[config.mk]
export PLATFORM = sky130hd
export DESIGN_NAME = alu_op_sequencer
export DESIGN_NICKNAME = d
export VERILOG_FILES = /design/src/rtl/alu_op_sequencer.sv
export SDC_FILE = /design/constraint.sdc
export NUM_CORES = 1
export LEC_CHECK = 0
export CORE_ASPECT_RATIO = 1.1
export CORE_MARGIN = 3
export CORE_UTILIZATION = 37
export CTS_BUF_LIST = sky130_fd_sc_hd__clkbuf_8 sky130_fd_sc_hd__clkbuf_16
export DETAILED_ROUTE_END_ITERATION = 16
export PLACE_DENSITY = 0.78
export SYNTH_ARGS = -nofsm -noshare
export SYNTH_HDL_FRONTEND = slang
export SYNTH_SLANG_ARGS = --single-unit
[constraint.sdc]
create_clock -name i_clk -period 1.5 [get_ports i_clk]
set_input_delay 0.375 -clock i_clk [delete_from_list [all_inputs] [get_ports i_clk]]
set_output_delay 0.375 -clock i_clk [all_outputs]
set_load 0.01 [all_outputs]
[src/rtl/alu_op_sequencer.sv]
// alu_op_sequencer
// Runs one operation at a time on the 3-bit ALU datapath (sh_r, sh_l, zero,
// divisor). A request is accepted, its operands are latched and a one-cycle
// init pulse goes to the selected unit. The sequencer then waits for that
// unit's done (or a timeout) and returns a zero-extended 16-bit result on a
// valid/ready response channel. All outputs come straight from flops.
module alu_op_sequencer #(
    parameter int W       = 3,
    parameter int TIMEOUT = 64
) (
    input  logic          i_clk,
    input  logic          i_rst,
    input  logic          i_req_valid,
    output logic          o_req_ready,
    input  logic [1:0]    i_req_opcode,
    input  logic [W-1:0]  i_req_a,
    input  logic [W-1:0]  i_req_b,
    output logic [W-1:0]  o_op_a,
    output logic [W-1:0]  o_op_b,
    output logic [3:0]    o_init,
    input  logic [3:0]    i_unit_done,
    input  logic [3:0]    i_res_sh_r,
    input  logic [3:0]    i_res_sh_l,
    input  logic          i_res_zero,
    input  logic [W-1:0]  i_res_div,
    output logic          o_rsp_valid,
    input  logic          i_rsp_ready,
    output logic [15:0]   o_rsp_data,
    output logic          o_rsp_err,
    output logic          o_busy
);

    // Timer only has to count up to TIMEOUT-1, so clog2(TIMEOUT) bits suffice.
    localparam int            TW         = (TIMEOUT > 1) ? $clog2(TIMEOUT) : 1;
    localparam logic [TW-1:0] TIMER_LAST = TW'(TIMEOUT - 1);
    localparam logic [TW-1:0] TIMER_ONE  = TW'(1);

    typedef enum logic [1:0] {
        S_IDLE  = 2'd0,
        S_ISSUE = 2'd1,
        S_WAIT  = 2'd2,
        S_RESP  = 2'd3
    } state_t;

    // Opcode encoding, also the bit index into init / unit_done.
    localparam logic [1:0] OP_SH_R = 2'd0;
    localparam logic [1:0] OP_SH_L = 2'd1;
    localparam logic [1:0] OP_ZERO = 2'd2;
    localparam logic [1:0] OP_DIV  = 2'd3;

    // Registered state and datapath.
    state_t        r_state;
    logic [1:0]    r_op_sel;
    logic [W-1:0]  r_op_a;
    logic [W-1:0]  r_op_b;
    logic [TW-1:0] r_timer;
    logic [3:0]    r_init;
    logic          r_req_ready;
    logic          r_rsp_valid;
    logic [15:0]   r_rsp_data;
    logic          r_rsp_err;
    logic          r_busy;

    // Next-state decode outputs.
    state_t        w_next_state;
    logic          w_accept;
    logic          w_done_hit;
    logic          w_timeout_hit;
    logic          w_sel_done;
    logic [15:0]   w_result;

    // Zero-extends the selected unit's result to 16 bits.
    function automatic logic [15:0] f_result(
        input logic [1:0]   sel,
        input logic [3:0]   sh_r,
        input logic [3:0]   sh_l,
        input logic         zero,
        input logic [W-1:0] quo
    );
        logic [15:0] res;
        case (sel)
            OP_SH_R: res = {12'h000, sh_r};
            OP_SH_L: res = {12'h000, sh_l};
            OP_ZERO: res = {15'h0000, zero};
            OP_DIV:  res = {{(16 - W){1'b0}}, quo};
            default: res = 16'h0000;
        endcase
        return res;
    endfunction

    // Only the done bit of the unit that was started counts; the rest are ignored.
    assign w_sel_done = i_unit_done[r_op_sel];
    assign w_result   = f_result(r_op_sel, i_res_sh_r, i_res_sh_l, i_res_zero, i_res_div);

    // Next-state logic; done has priority over a timeout landing on the same cycle.
    always_comb begin
        w_next_state  = r_state;
        w_accept      = 1'b0;
        w_done_hit    = 1'b0;
        w_timeout_hit = 1'b0;
        case (r_state)
            S_IDLE: begin
                if (i_req_valid && r_req_ready) begin
                    w_accept     = 1'b1;
                    w_next_state = S_ISSUE;
                end else begin
                    w_next_state = S_IDLE;
                end
            end
            S_ISSUE: begin
                w_next_state = S_WAIT;
            end
            S_WAIT: begin
                if (w_sel_done) begin
                    w_done_hit   = 1'b1;
                    w_next_state = S_RESP;
                end else if (r_timer == TIMER_LAST) begin
                    w_timeout_hit = 1'b1;
                    w_next_state  = S_RESP;
                end else begin
                    w_next_state = S_WAIT;
                end
            end
            S_RESP: begin
                if (r_rsp_valid && i_rsp_ready) begin
                    w_next_state = S_IDLE;
                end else begin
                    w_next_state = S_RESP;
                end
            end
            default: begin
                w_next_state = S_IDLE;
            end
        endcase
    end

    // State register; reset aborts any operation straight back to IDLE.
    always_ff @(posedge i_clk) begin
        if (i_rst) begin
            r_state <= S_IDLE;
        end else begin
            r_state <= w_next_state;
        end
    end

    // Handshake/status flags are registered from the next state so they line up with it.
    always_ff @(posedge i_clk) begin
        if (i_rst) begin
            r_req_ready <= 1'b0;
            r_rsp_valid <= 1'b0;
            r_busy      <= 1'b0;
        end else begin
            r_req_ready <= (w_next_state == S_IDLE);
            r_rsp_valid <= (w_next_state == S_RESP);
            r_busy      <= (w_next_state != S_IDLE);
        end
    end

    // Operand/opcode capture on accept; held until the next accepted request.
    always_ff @(posedge i_clk) begin
        if (i_rst) begin
            r_op_sel <= 2'd0;
            r_op_a   <= '0;
            r_op_b   <= '0;
        end else if (w_accept) begin
            r_op_sel <= i_req_opcode;
            r_op_a   <= i_req_a;
            r_op_b   <= i_req_b;
        end
    end

    // One-hot init is set on the accept edge, so it is high for the single ISSUE cycle.
    always_ff @(posedge i_clk) begin
        if (i_rst) begin
            r_init <= 4'b0000;
        end else if (w_accept) begin
            r_init <= 4'b0001 << i_req_opcode;
        end else begin
            r_init <= 4'b0000;
        end
    end

    // Wait timer: cleared in ISSUE, counts in WAIT, saturates rather than wrapping.
    always_ff @(posedge i_clk) begin
        if (i_rst) begin
            r_timer <= '0;
        end else if (r_state == S_ISSUE) begin
            r_timer <= '0;
        end else if ((r_state == S_WAIT) && (r_timer != TIMER_LAST)) begin
            r_timer <= r_timer + TIMER_ONE;
        end
    end

    // Response payload is captured when leaving WAIT and held afterwards.
    always_ff @(posedge i_clk) begin
        if (i_rst) begin
            r_rsp_data <= 16'h0000;
            r_rsp_err  <= 1'b0;
        end else if (w_done_hit) begin
            r_rsp_data <= w_result;
            r_rsp_err  <= 1'b0;
        end else if (w_timeout_hit) begin
            r_rsp_data <= 16'h0000;
            r_rsp_err  <= 1'b1;
        end
    end

    assign o_req_ready = r_req_ready;
    assign o_op_a      = r_op_a;
    assign o_op_b      = r_op_b;
    assign o_init      = r_init;
    assign o_rsp_valid = r_rsp_valid;
    assign o_rsp_data  = r_rsp_data;
    assign o_rsp_err   = r_rsp_err;
    assign o_busy      = r_busy;

endmodule

==> flow_metrics.tcl <==
set metrics [dict create \
    outcome "finished clean" \
    dpl.hpwl_um 2470 \
    antenna_found_initial 0 \
    first_pass_iters 4 \
    htree_num_levels 1 \
    routed_wl_um 3000 \
    synth_edf_count 0 \
    antenna_left 0 \
    ys.flop_type "dfxtp_1" \
    max_cap_viol_count 0 \
    postSynth.asyncResetShare_pct 0 \
    gp_congestion 0.772 \
    grt_pass1_vias 1175 \
    cts_tree "yes" \
    crit_path_end_kind "flip-flop" \
    vias 1144 \
    synth_top_area_share_pct 43.9 \
    die_area_um2 4190 \
    setup_viol 0 \
    critPathArrivalTime_ns 1.64 \
    fin_crit_sh_pct 97.7 \
    io-pin-count 58 \
    place_ws_ns -0.437 \
    start_util_pct 40.2 \
    path_clk_slew_ns 0.10 \
    numCtsBuffers 3 \
    nNetsFinal 224 \
    via_per_inst 4.77 \
    p_per_area_nw_per_um2 851 \
    fp.dieW_um 62.0 \
    drive_above_1_share_pct 11.3 \
    slew_violations 0 \
    cts_buffer_depth 2 \
    port_buffers 45 \
    core_area_um2 3180 \
    syn_inst 143 \
    syn_avg_cell_area_um2 8.93 \
    grt_usage_pct 15.3 \
    cts_root_buf "clkbuf_8" \
    placedCellCount 235 \
    synthMostInstantiatedCell "dfxtp_1" \
    wl_per_cell_um 12.5 \
    grt-ovfl-total 0 \
    rows 21 \
    rsz0062_at_grt "true" \
    ys_warn_count 0 \
    crit_type "flip-flop to flip-flop" \
    cts_sinks 28 \
    yosysUniqueCellTypes 36 \
    period_needed_ns 1.47 \
    setup_slack_ns 0.0344 \
    synth_area_leaders "dfxtp_1 (44%), buf_4 (7.1%), nand2_1 (6.8%), nor2_1 (3.8%), a21oi_1 (3.5%)" \
    worstHoldPathType "flip-flop to flip-flop" \
    power_uw 1550 \
    synth_seq_cells 28 \
    tns_ns 0 \
    grt_max_degree 16 \
    fin_hold_ws_ns 0.458 \
    antenna_cells 0 \
    fin_skew_ns 0.00775 \
    hold_path_depth 2 \
    synthesis.area_um2 1280 \
    hold_viol 0 \
    fin_cells 240 \
    reg2regPathDepth 3 \
    p_leak_uw 0.000811 \
    clk_latency_ns 0.27 \
    syn2layout_area_growth_pct 42.4 \
    netlist.top_cell.by_area "dfxtp_1" \
    irDropWorstVdd_v 0.000404 \
    start_kind "flip-flop" \
    first_iter_violations 48 \
    worst_ep_required_time_ns 1.67 \
    grt_pass1_wl_um 4880 \
    worstPathMaxFanout 2 \
    synth-seq-area-share_pct 43.9 \
    drc 0 \
    die_y_um 67.6 \
    fmaxAchievable_mhz 682 \
    yosys-top-cells-count "dfxtp_1 (28), nand2_1 (23), nor2_1 (13), buf_4 (12), a21oi_1 (9)" \
]
-- report_power, final --
part / total, µW / internal (µW) / leakage (µW) / switching [µW]
logic: 284 / 152 / 0.000554 / 132
registers: 801 / 779 / 0.000228 / 22.6
clock network: 463 / 235 / 0.0000288 / 228
-- cells by family after synthesis --
family / count (synthesis) / synth area share (%)
XOR/XNOR: 4 / 2.74
other: 1 / 0.294
AND/OR/NAND/NOR: 59 / 21.9
adder cells (fa/ha/maj): 1 / 0.979
multiplexers: 6 / 6.95
flip-flops: 28 / 43.9
AO/OA/AOI/OAI: 23 / 12.3
buffers and inverters: 21 / 10.9
-- final timing paths --
check	startpoint	slack (ns)	to
setup / recovery	r_op_sel[0]	0.03	r_state[0]
hold / removal	o_op_a[2]	0.46	o_op_a[2]
setup reg to reg	r_op_sel[0]	0.03	r_state[0]
hold reg to reg	o_op_a[2]	0.46	o_op_a[2]
-- layout by cell type (no fill, tap or decap), types with 2 or more instances in the layout --
master,n
clkdlybuf4s50_1,23
nor2_1,13
nand2_1,22
nand3_1,4
dlygate4sd2_1,20
a211oi_1,2
o21ai_0,2
dlymetal6s2s_1,2
clkbuf_8,4
o211ai_1,2
mux2i_1,4
buf_4,10
dfxtp_1,27
nor3_1,5
a21oi_1,9
o22ai_1,2
inv_1,2
nand2b_1,4
conb_1,12
xor2_1,4
and3_1,2
-- final cells by class --
cell class	instances	area, µm²
inverters	2	7.51
clock buffers	4	55.1
multi-input cells	105	632
fillers	297	1360
flip-flops and latches	28	562
well taps	46	57.6
repair buffers	55	505
-- per-stage QoR --
step	util, %	cell area (µm²)
2_1_floorplan	-	1330
3_3_place_gp	55.8	1770
3_5_place_dp	55.8	1770
4_1_cts	57.0	1810
5_1_grt	57.2	1820
6_report	57.2	1820
-- registers in the layout, indices dropped and copies added, names as in the netlist --
signal       count
r_op_sel         2
o_rsp_valid      1
o_busy           1
r_state          2
o_req_ready      1
r_timer          6
o_op_a           3
o_init           4
o_rsp_err        1
o_rsp_data       4
o_op_b           3
-- routing by layer --
layer  wire length, µm  share of wire, %  global-route usage (%)
met3               171               5.7                    4.21
met1              1160                39                    16.7
met5                 0                 0                       0
met2              1600                53                    27.2
met4                72               2.4                    5.57
-- repair_timing --
item,4_1_cts,5_1_grt
hold buffers,0,0
pin swaps,2,1
resized for setup,20,4
endpoints found under the setup margin,21,5
setup buffers,1,0
-- critical path: stages, from the launching register on --
cell     delay (ns)
dfxtp_2        0.34
mux4_2         0.51
o311a_4        0.32
or2_1          0.20
Note: power is estimated with default switching activity, not from simulation.
